[config.mk]
export PLATFORM = sky130hd
export DESIGN_NAME = mcp_seq_ctrl
export DESIGN_NICKNAME = d
export VERILOG_FILES = /design/src/rtl/mcp_seq_ctrl.sv
export SDC_FILE = /design/constraint.sdc
export NUM_CORES = 1
export LEC_CHECK = 0
export BUFFER_PORTS_ARGS = -buffer_cell sky130_fd_sc_hd__buf_2
export CORE_MARGIN = 1
export CORE_UTILIZATION = 40
export DETAILED_ROUTE_END_ITERATION = 8
export PLACE_DENSITY = 0.62
export SLEW_MARGIN = 10
export SYNTH_ARGS = -nofsm -noshare
export SYNTH_HDL_FRONTEND = slang
export SYNTH_SLANG_ARGS = --single-unit
[constraint.sdc]
create_clock -name Clock -period 3.2 [get_ports Clock]
set_input_delay 0.16 -clock Clock [delete_from_list [all_inputs] [get_ports Clock]]
set_output_delay 0.16 -clock Clock [all_outputs]
set_load 0.03 [all_outputs]
[src/rtl/mcp_seq_ctrl.sv]
// mcp_seq_ctrl: multicycle fetch/decode/execute/writeback sequencer for the MCP core.
// Adds a variable-latency MemReq/MemAck handshake, a retired-instruction counter and
// conditional branches evaluated on the latched flag register.
// Optional feature: define MCP_CTRL_TIMEOUT_EN to enable the memory-wait watchdog and
// the sticky FAULT state.
module mcp_seq_ctrl #(
    parameter int unsigned CNT_W     = 16,
    parameter int unsigned TIMEOUT_W = 8
) (
    input  logic             Clock,
    input  logic             Reset,
    input  logic             Run,
    input  logic [1:0]       Op,
    input  logic [2:0]       Funct,
    input  logic [3:0]       Flags,
    input  logic             MemAck,
    output logic             MemReq,
    output logic             PCWrite,
    output logic             AdrSrc,
    output logic             MemWrite,
    output logic             IRWrite,
    output logic             RegWrite,
    output logic             ALUSrcA,
    output logic             ALUSrcB,
    output logic             WriteASrc,
    output logic             RegSrc,
    output logic [1:0]       WriteDSrc,
    output logic [1:0]       ResultSrc,
    output logic [2:0]       ALUControl,
    output logic [2:0]       ShiftType,
    output logic [3:0]       FlagReg,
    output logic [CNT_W-1:0] InstrCount,
    output logic             Busy,
    output logic             Fault
);

    typedef enum logic [3:0] {
        StIdle,
        StFetch,
        StDecode,
        StDpEx,
        StShEx,
        StAluWb,
        StMemAdr,
        StMemRd,
        StMemWr,
        StBranch,
        StFault
    } state_e;

    state_e           state_q, state_d;
    state_e           retire_state;
    logic [3:0]       flag_q;
    logic [CNT_W-1:0] cnt_q;
    logic             retire;
    logic             flag_en;
    logic             taken;

    // Where an instruction goes when it retires: Run is only looked at here.
    assign retire_state = Run ? StFetch : StIdle;

    // Branch condition on the latched flags {N,Z,C,V}.
    always_comb begin
        taken = 1'b0;
        case (Funct)
            3'b000:  taken = 1'b1;
            3'b001:  taken = flag_q[2];
            3'b010:  taken = ~flag_q[2];
            3'b011:  taken = flag_q[1];
            3'b100:  taken = ~flag_q[1];
            3'b101:  taken = flag_q[3];
            3'b110:  taken = ~flag_q[3];
            default: taken = 1'b0;
        endcase
    end

`ifdef MCP_CTRL_TIMEOUT_EN
    localparam logic [TIMEOUT_W-1:0] WaitLast = ~TIMEOUT_W'(1);

    logic [TIMEOUT_W-1:0] wait_cnt_q;
    logic                 in_mem;
    logic                 timeout;

    assign in_mem  = (state_q == StFetch) || (state_q == StMemRd) || (state_q == StMemWr);
    // The cycle that would make the count reach all-ones diverts to FAULT instead.
    assign timeout = in_mem && !MemAck && (wait_cnt_q == WaitLast);

    // Wait counter: cleared outside and on entry to each memory state.
    always_ff @(posedge Clock or posedge Reset) begin
        if (Reset) begin
            wait_cnt_q <= '0;
        end else if (!in_mem || (state_d != state_q)) begin
            wait_cnt_q <= '0;
        end else if (!MemAck) begin
            wait_cnt_q <= wait_cnt_q + 1'b1;
        end
    end

    assign Fault = (state_q == StFault);
`else
    assign Fault = 1'b0;
`endif

    // Next-state logic and Moore controls, with MemAck qualifying the write strobes.
    always_comb begin
        state_d    = state_q;
        MemReq     = 1'b0;
        PCWrite    = 1'b0;
        AdrSrc     = 1'b0;
        MemWrite   = 1'b0;
        IRWrite    = 1'b0;
        RegWrite   = 1'b0;
        ALUSrcA    = 1'b0;
        ALUSrcB    = 1'b0;
        WriteASrc  = 1'b0;
        RegSrc     = 1'b0;
        WriteDSrc  = 2'b00;
        ResultSrc  = 2'b00;
        ALUControl = 3'b000;
        ShiftType  = 3'b000;
        retire     = 1'b0;
        flag_en    = 1'b0;
        unique case (state_q)
            StIdle: begin
                if (Run) state_d = StFetch;
            end
            StFetch: begin
                MemReq = 1'b1;
                AdrSrc = 1'b0;
                if (MemAck) begin
                    IRWrite = 1'b1;
                    PCWrite = 1'b1;
                    state_d = StDecode;
                end
            end
            StDecode: begin
                case (Op)
                    2'b00:   state_d = StDpEx;
                    2'b01:   state_d = StMemAdr;
                    2'b10:   state_d = StBranch;
                    default: state_d = StShEx;
                endcase
            end
            StDpEx: begin
                ALUControl = Funct;
                ALUSrcB    = 1'b1;
                flag_en    = 1'b1;
                // CMP only updates flags, so it retires without a writeback.
                if (Funct == 3'b111) begin
                    retire  = 1'b1;
                    state_d = retire_state;
                end else begin
                    state_d = StAluWb;
                end
            end
            StShEx: begin
                ShiftType = Funct;
                flag_en   = 1'b1;
                state_d   = StAluWb;
            end
            StAluWb: begin
                RegWrite  = 1'b1;
                ResultSrc = 2'b00;
                retire    = 1'b1;
                state_d   = retire_state;
            end
            StMemAdr: begin
                ALUControl = 3'b000;
                ALUSrcB    = 1'b1;
                state_d    = Funct[0] ? StMemRd : StMemWr;
            end
            StMemRd: begin
                MemReq    = 1'b1;
                AdrSrc    = 1'b1;
                ResultSrc = 2'b01;
                if (MemAck) begin
                    RegWrite = 1'b1;
                    retire   = 1'b1;
                    state_d  = retire_state;
                end
            end
            StMemWr: begin
                MemReq   = 1'b1;
                AdrSrc   = 1'b1;
                MemWrite = 1'b1;
                if (MemAck) begin
                    retire  = 1'b1;
                    state_d = retire_state;
                end
            end
            StBranch: begin
                if (taken) begin
                    PCWrite   = 1'b1;
                    ResultSrc = 2'b10;
                end
                retire  = 1'b1;
                state_d = retire_state;
            end
            StFault: begin
                state_d = StFault;
            end
            default: begin
                state_d = StIdle;
            end
        endcase
`ifdef MCP_CTRL_TIMEOUT_EN
        if (timeout) state_d = StFault;
`endif
    end

    // State register.
    always_ff @(posedge Clock or posedge Reset) begin
        if (Reset) begin
            state_q <= StIdle;
        end else begin
            state_q <= state_d;
        end
    end

    // Flag latch and retired-instruction counter (wraps naturally).
    always_ff @(posedge Clock or posedge Reset) begin
        if (Reset) begin
            flag_q <= 4'b0000;
            cnt_q  <= '0;
        end else begin
            if (flag_en) flag_q <= Flags;
            if (retire)  cnt_q  <= cnt_q + 1'b1;
        end
    end

    assign FlagReg    = flag_q;
    assign InstrCount = cnt_q;
    assign Busy       = (state_q != StIdle);

endmodule
==> results of run 1 <==
-- cells in the mapped netlist, types with 4 or more instances --
master / instances
dfrtp_1: 24
xor2_1: 17
nand2_1: 12
nor2_1: 11
a21oi_1: 7
buf_4: 6
mux2_2: 6
nand2b_1: 6
nand3_1: 6
inv_1: 5
a211oi_1: 4
clkbuf_1: 4
o21ai_0: 4
-- cells in the final DEF, fill, tap and decap left out, types with 4 or more instances in the layout --
master and instances:
nor2_1 11, inv_1 5, nand2_1 12, buf_2 48
o21ai_0 4, dfrtp_1 24, xor2_1 17, a211oi_1 4
a21oi_1 7, nand2b_1 6, nand3_1 6, conb_1 6
mux2_2 6
-- final cells by class --
type | count | share of cell area
Multi-Input combinational cell | 125 | 0.4847
Sequential cell | 24 | 0.3123
Timing Repair Buffer | 48 | 0.1249
Tap cell | 48 | 0.03123
Clock buffer | 3 | 0.02147
Clock inverter | 1 | 0.01561
Inverter | 5 | 0.009759
-- routing by layer --
layer	routed length, um	up-vias	share of wire
li1	-	666	-
met1	1602	646	0.47
met2	1681	34	0.49
met3	118	2	0.035
met4	17	0	0.0050
met5	0	-	0
-- metrics by stage --
step                      utilization  power [uW]  cells  cell area (um2)  hold slack (ns)
final                          0.5100        1578    254             1923          0.05639
after global routing           0.5100        1678    254             1923           0.1223
after CTS                      0.5100        1589    254             1923          0.09352
after detailed placement       0.4910        1321    250             1852           0.3847
after global placement         0.4910        1305    250             1852           0.3749
after floorplan                     -        1143    169             1648           0.1746
-- cells by family after synthesis --
logic type,count (synthesis)
fa+ha+maj,1
simple gates,59
buf+inv,20
xor+xnor,17
flops,24
compound gates,35
mux,7
other cells,1
-- registers in the layout (all words and copies together), names as in the netlist --
register / cells
InstrCount: 16
state_q: 4
FlagReg: 4
-- power by group through the flow --
stage | registers (uW) | logic [uW] | clock network [uW]
global route | 555 | 849 | 275
finish | 530 | 786 | 261
floorplan | 572 | 572 | 0
global placement | 525 | 780 | 0
detailed placement | 533 | 789 | 0
CTS | 530 | 793 | 266
-- path summary, 6_finish.rpt --
| check | end | start | slack [ns] | cells past startpoint |
|---|---|---|---|---|
| worst max-delay path | InstrCount[1] | state_q[3] | 0.89 | 4 |
| worst min-delay path | InstrCount[3] | Reset | 0.06 | 2 |
| worst max register to register | InstrCount[1] | state_q[3] | 0.89 | 4 |
| worst min register to register | InstrCount[15] | InstrCount[15] | 0.47 | 1 |
| max in group asynchronous | InstrCount[6] | Reset | 2.61 | 2 |
| min in group Clock | FlagReg[2] | Flags[2] | 0.13 | 2 |
==> flow_summary.yaml, run 1 <==
outcome:
  status: "finished clean"
clock_network:
  cts.sinks: 24
  h-tree-depth: 1
  clock_latency_ns: 0.26
  cts_hold_buffers: 0
  cts_resized: 0
  cts_made_buffers: 3
  clkTransAtPathRegs_ns: 0.08
  root_buffer: "clkbuf_8"
  cts_tree: "yes"
  cts.path.max_buffers: 2
  post-cts-setup-buffers: 0
global_route:
  globalRoute.totalOverflow: 0
  grt_pass1_vias: 1181
  groute.usage.overall: 0.1686
  gr-usage-met1: 0.2383
  grt_pass1_wl_mm: 5.720
  met2_usage: 0.2704
  grt_max_degree: 25
  antenna_found_initial: 0
  use_met3: 0.01724
  top_usage_layer: "met2"
power:
  pwr-share-clk: 0.166
  p_comb_frac: 0.498
  power.internal_uw: 832.5
  switchingPower_uw: 745.1
  power.leakage_uw: 0.0009704
  switching_share: 0.4723
  p_per_area_mw_per_mm2: 820.3
  peakVddDrop_v: 0.0003759
  pwr-share-seq: 0.336
placement:
  place.gp.congestion: 0.7880
  hpwl_mm: 2.527
  pre_cts_slack_ns: 0.9230
  io_buffers: 48
finish:
  area_growth_pct: 18.05
  fillers: 347
  antenna_cells: 0
  regArea_um2: 600.6
  fin_nets: 221
  multi_input_area_um2: 932.1
  drive_gt1_frac: 0.3301
synth:
  synth-simple-area-share: 0.2135
  synth_edf_count: 0
  yosys_most_used_dff: "dfrtp_1"
  ys_types: 49
  syn_inst: 164
  yosysSeqAreaShare: 0.3687
  synth_compound_area_frac: 0.1982
  synth_area_leaders: "dfrtp_1, xor2_1, mux2_2"
  synthAdderAreaFrac: 0.007680
  synth_top_family_by_area: "simple AND/OR/NAND/NOR gates"
  synth_top_area_share: 0.3687
  synthMuxAreaShare: 0.04762
  synth.largest_area_cell: "dfrtp_1"
  syn_area_per_cell_um2: 9.933
  ys_seq_elements: 24
  synthXorXnorAreaFrac: 0.09140
  netlist_area_mm2: 0.001629
  yosys_warnings: 0
  async_reset_ff_frac: 1.000
floorplan:
  die-width_um: 65.82
  io_pins: 55
  die_area_mm2: 0.004332
  fp.dieH_um: 65.82
  row_count: 22
  start_util: 0.4320
  coreArea_mm2: 0.003771
sta:
  finalMaxSlewViolations: 0
  period_needed_ns: 2.306
  max_freq_ghz: 0.4337
  post-route-period-util: 0.7206
  max_slew_margin: 0.4260
  setup_viol: 0
  worst_pin_slew_ns: 0.8600
  fin_skew_ns: 0.003281
  rsz0062_at_grt: "no"
  finalSetupTns_ns: 0
  finalHoldViolCount: 0
  worst_slack_ns: 0.8942
worst_setup_path:
  cp_max_fo: 22
  cp.arrival_ns: 2.46
  crit_type: "reg2reg"
  critical_path_buf_inv_count: 0
  cp-start-kind: "flip-flop"
  cp_top_family: "flip-flops"
  end_kind: "flip-flop"
  cp_slowest_cell: "dfrtp_1"
  crit_chain: "and4b_4 > o21ai_2 > nand2_1 > mux2_2"
  required_ns: 3.35
  critical-path-max-stage-delay_ns: 0.75
route:
  drcViolationCount: 0
  drt_pass1_iterations: 4
  postRouteAntennaNets: 0
  avgViaCountPerCell: 5.307
  drtIter0Drc: 184
  wl_per_cell_um: 13.46
  vias: 1348
  routed_wl_mm: 3.420
worst_hold_path:
  hold_class: "in2async"
run:
  max-cap-violations: 0
Note: power is estimated with default switching activity, not from simulation.
==> run 2, diff against run 1 <==
--- a/config.mk
+++ b/config.mk
@@ -9,7 +9,7 @@
 export CORE_MARGIN = 1
 export CORE_UTILIZATION = 40
 export DETAILED_ROUTE_END_ITERATION = 8
-export PLACE_DENSITY = 0.62
+export PLACE_DENSITY = 0.64
 export SLEW_MARGIN = 10
 export SYNTH_ARGS = -nofsm -noshare
 export SYNTH_HDL_FRONTEND = slang
==> constraint.sdc (replaced) <==
create_clock -name Clock -period 2.1 [get_ports Clock]
set_input_delay 0.105 -clock Clock [delete_from_list [all_inputs] [get_ports Clock]]
set_output_delay 0.105 -clock Clock [all_outputs]
set_load 0.03 [all_outputs]
==> run 2 against run 1 <==
Sequential cell count unchanged. First-iteration DRC count is 45% lower. Sequential share of layout area fell by 0.83 points. Cell count is 2.8% higher. Non-clock buffer count is 7 higher. Utilization grew 1.4 points. Highest routed layer unchanged. Die area unchanged. The run now ends with negative hold slack left. Combinational power grew 70%. Maximum frequency rose by 16%. Register-to-register slack worse by 0.78 ns.
==> flow_summary.yaml, run 2 (synthesized netlist as in run 1, its figures left out) <==
worst_setup_path:
  required_ns: 2.26
  cp-start-kind: "flip-flop"
  cp_slowest_cell: "o21ai_2"
  crit_chain: "and4b_4 > o21ai_2 > nand2_1 > mux2_2"
  cp.arrival_ns: 2.15
  crit_type: "reg2reg"
  rrSetupSlack_ns: 0.12
  end_kind: "flip-flop"
  critical-path-max-stage-delay_ns: 0.60
  cp_max_fo: 15
clock_network:
  clock_latency_ns: 0.27
  cts_tree: "yes"
  root_buffer: "clkbuf_8"
  cts_made_buffers: 3
  h-tree-depth: 1
  cts.path.max_buffers: 2
  clkTransAtPathRegs_ns: 0.09
  cts.sinks: 24
  post-cts-setup-buffers: 0
  cts_hold_buffers: 0
  cts_resized: 0
sta:
  worst_slack_ns: 0.1156
  fin_skew_ns: 0.006446
  finalHoldViolCount: 2
  max_slew_margin: 0.4238
  finalSetupTns_ns: 0
  finalMaxSlewViolations: 0
  period_needed_ns: 1.984
  worst_pin_slew_ns: 0.8633
  rsz0062_at_grt: "no"
  post-route-period-util: 0.9449
  max_freq_ghz: 0.5039
  holdWs_ns: -0.0007222
  setup_viol: 0
global_route:
  antenna_found_initial: 0
  grt_max_degree: 25
  grt_pass1_vias: 1276
  globalRoute.totalOverflow: 0
  grt_pass1_wl_mm: 5.727
  groute.usage.overall: 0.1683
power:
  peakVddDrop_v: 0.0005992
  power.total_uw: 2489
  power.leakage_uw: 0.001004
  p_per_area_mw_per_mm2: 1260
finish:
  drive_gt1_frac: 0.3521
  largest_register_ffs: 16
  antenna_cells: 0
  fin_nets: 228
  final_cell_mix: "buf_2, dfrtp_1, xor2_1"
  area_growth_pct: 21.27
  final_common_cell: "buf_2"
floorplan:
  io_pins: 55
  coreArea_mm2: 0.003771
  fp.dieH_um: 65.82
  start_util: 0.4320
  row_count: 22
  die-width_um: 65.82
  die_area_mm2: 0.004332
placement:
  hpwl_mm: 2.741
  io_buffers: 48
  place.gp.congestion: 0.8547
  pre_cts_slack_ns: 0.1386
route:
  avgViaCountPerCell: 5.437
  vias: 1419
  drcViolationCount: 0
  drt_pass1_iterations: 4
  wl_per_cell_um: 13.75
  postRouteAntennaNets: 0
  drtIter0Drc: 101
  routed_wl_mm: 3.588
worst_hold_path:
  hold_class: "in2async"
outcome:
  violations: "negative hold slack"
  status: "complete, but fails checks"
run:
  max-cap-violations: 0
run 2: stage by stage:
stage                     cells  utilization  area, um2
after floorplan             169            -       1648
after global routing        261       0.5239       1976
after CTS                   261       0.5239       1976
final                       261       0.5239       1976
after detailed placement    257       0.5050       1904
after global placement      257       0.5050       1904
run 2: layer usage:
metal | vias up | wire (um) | global-route usage
li1 | 676 | - | -
met1 | 698 | 1632 | 0.2189
met2 | 43 | 1767 | 0.2857
met3 | 2 | 171 | 0.01897
met4 | 0 | 17 | 0.05978
met5 | - | 0 | 0
run 2: path summary, 6_finish.rpt:
path | startpoint | end | depth (start not counted)
max in group asynchronous | Reset | InstrCount[15] | 2
worst max-delay path | state_q[0] | InstrCount[1] | 4
worst min-delay path | Reset | InstrCount[5] | 2
worst min register to register | InstrCount[15] | InstrCount[15] | 1
min in group Clock | Flags[0] | FlagReg[0] | 2
worst max register to register | state_q[0] | InstrCount[1] | 4
run 2: cell type report:
class,count,area (um2)
fill,359,1795
clock inverter,1,30.03
tap,48,60.06
multi-input combinational,125,932.1
inverter,5,18.77
clock buffer,3,41.29
sequential,24,600.6
timing repair buffer,55,292.8
run 2: critical path: cells and delay by family, from the launching register on:
kind            cells  cell delay (ns)
flops               1             0.50
mux                 1             0.30
compound gates      1             0.60
simple gates        2             0.46
run 2: report_power, final:
part           internal [uW]  switching, uW
clock network            255            148
logic                    506            837
registers                575            169
total                   1340           1150
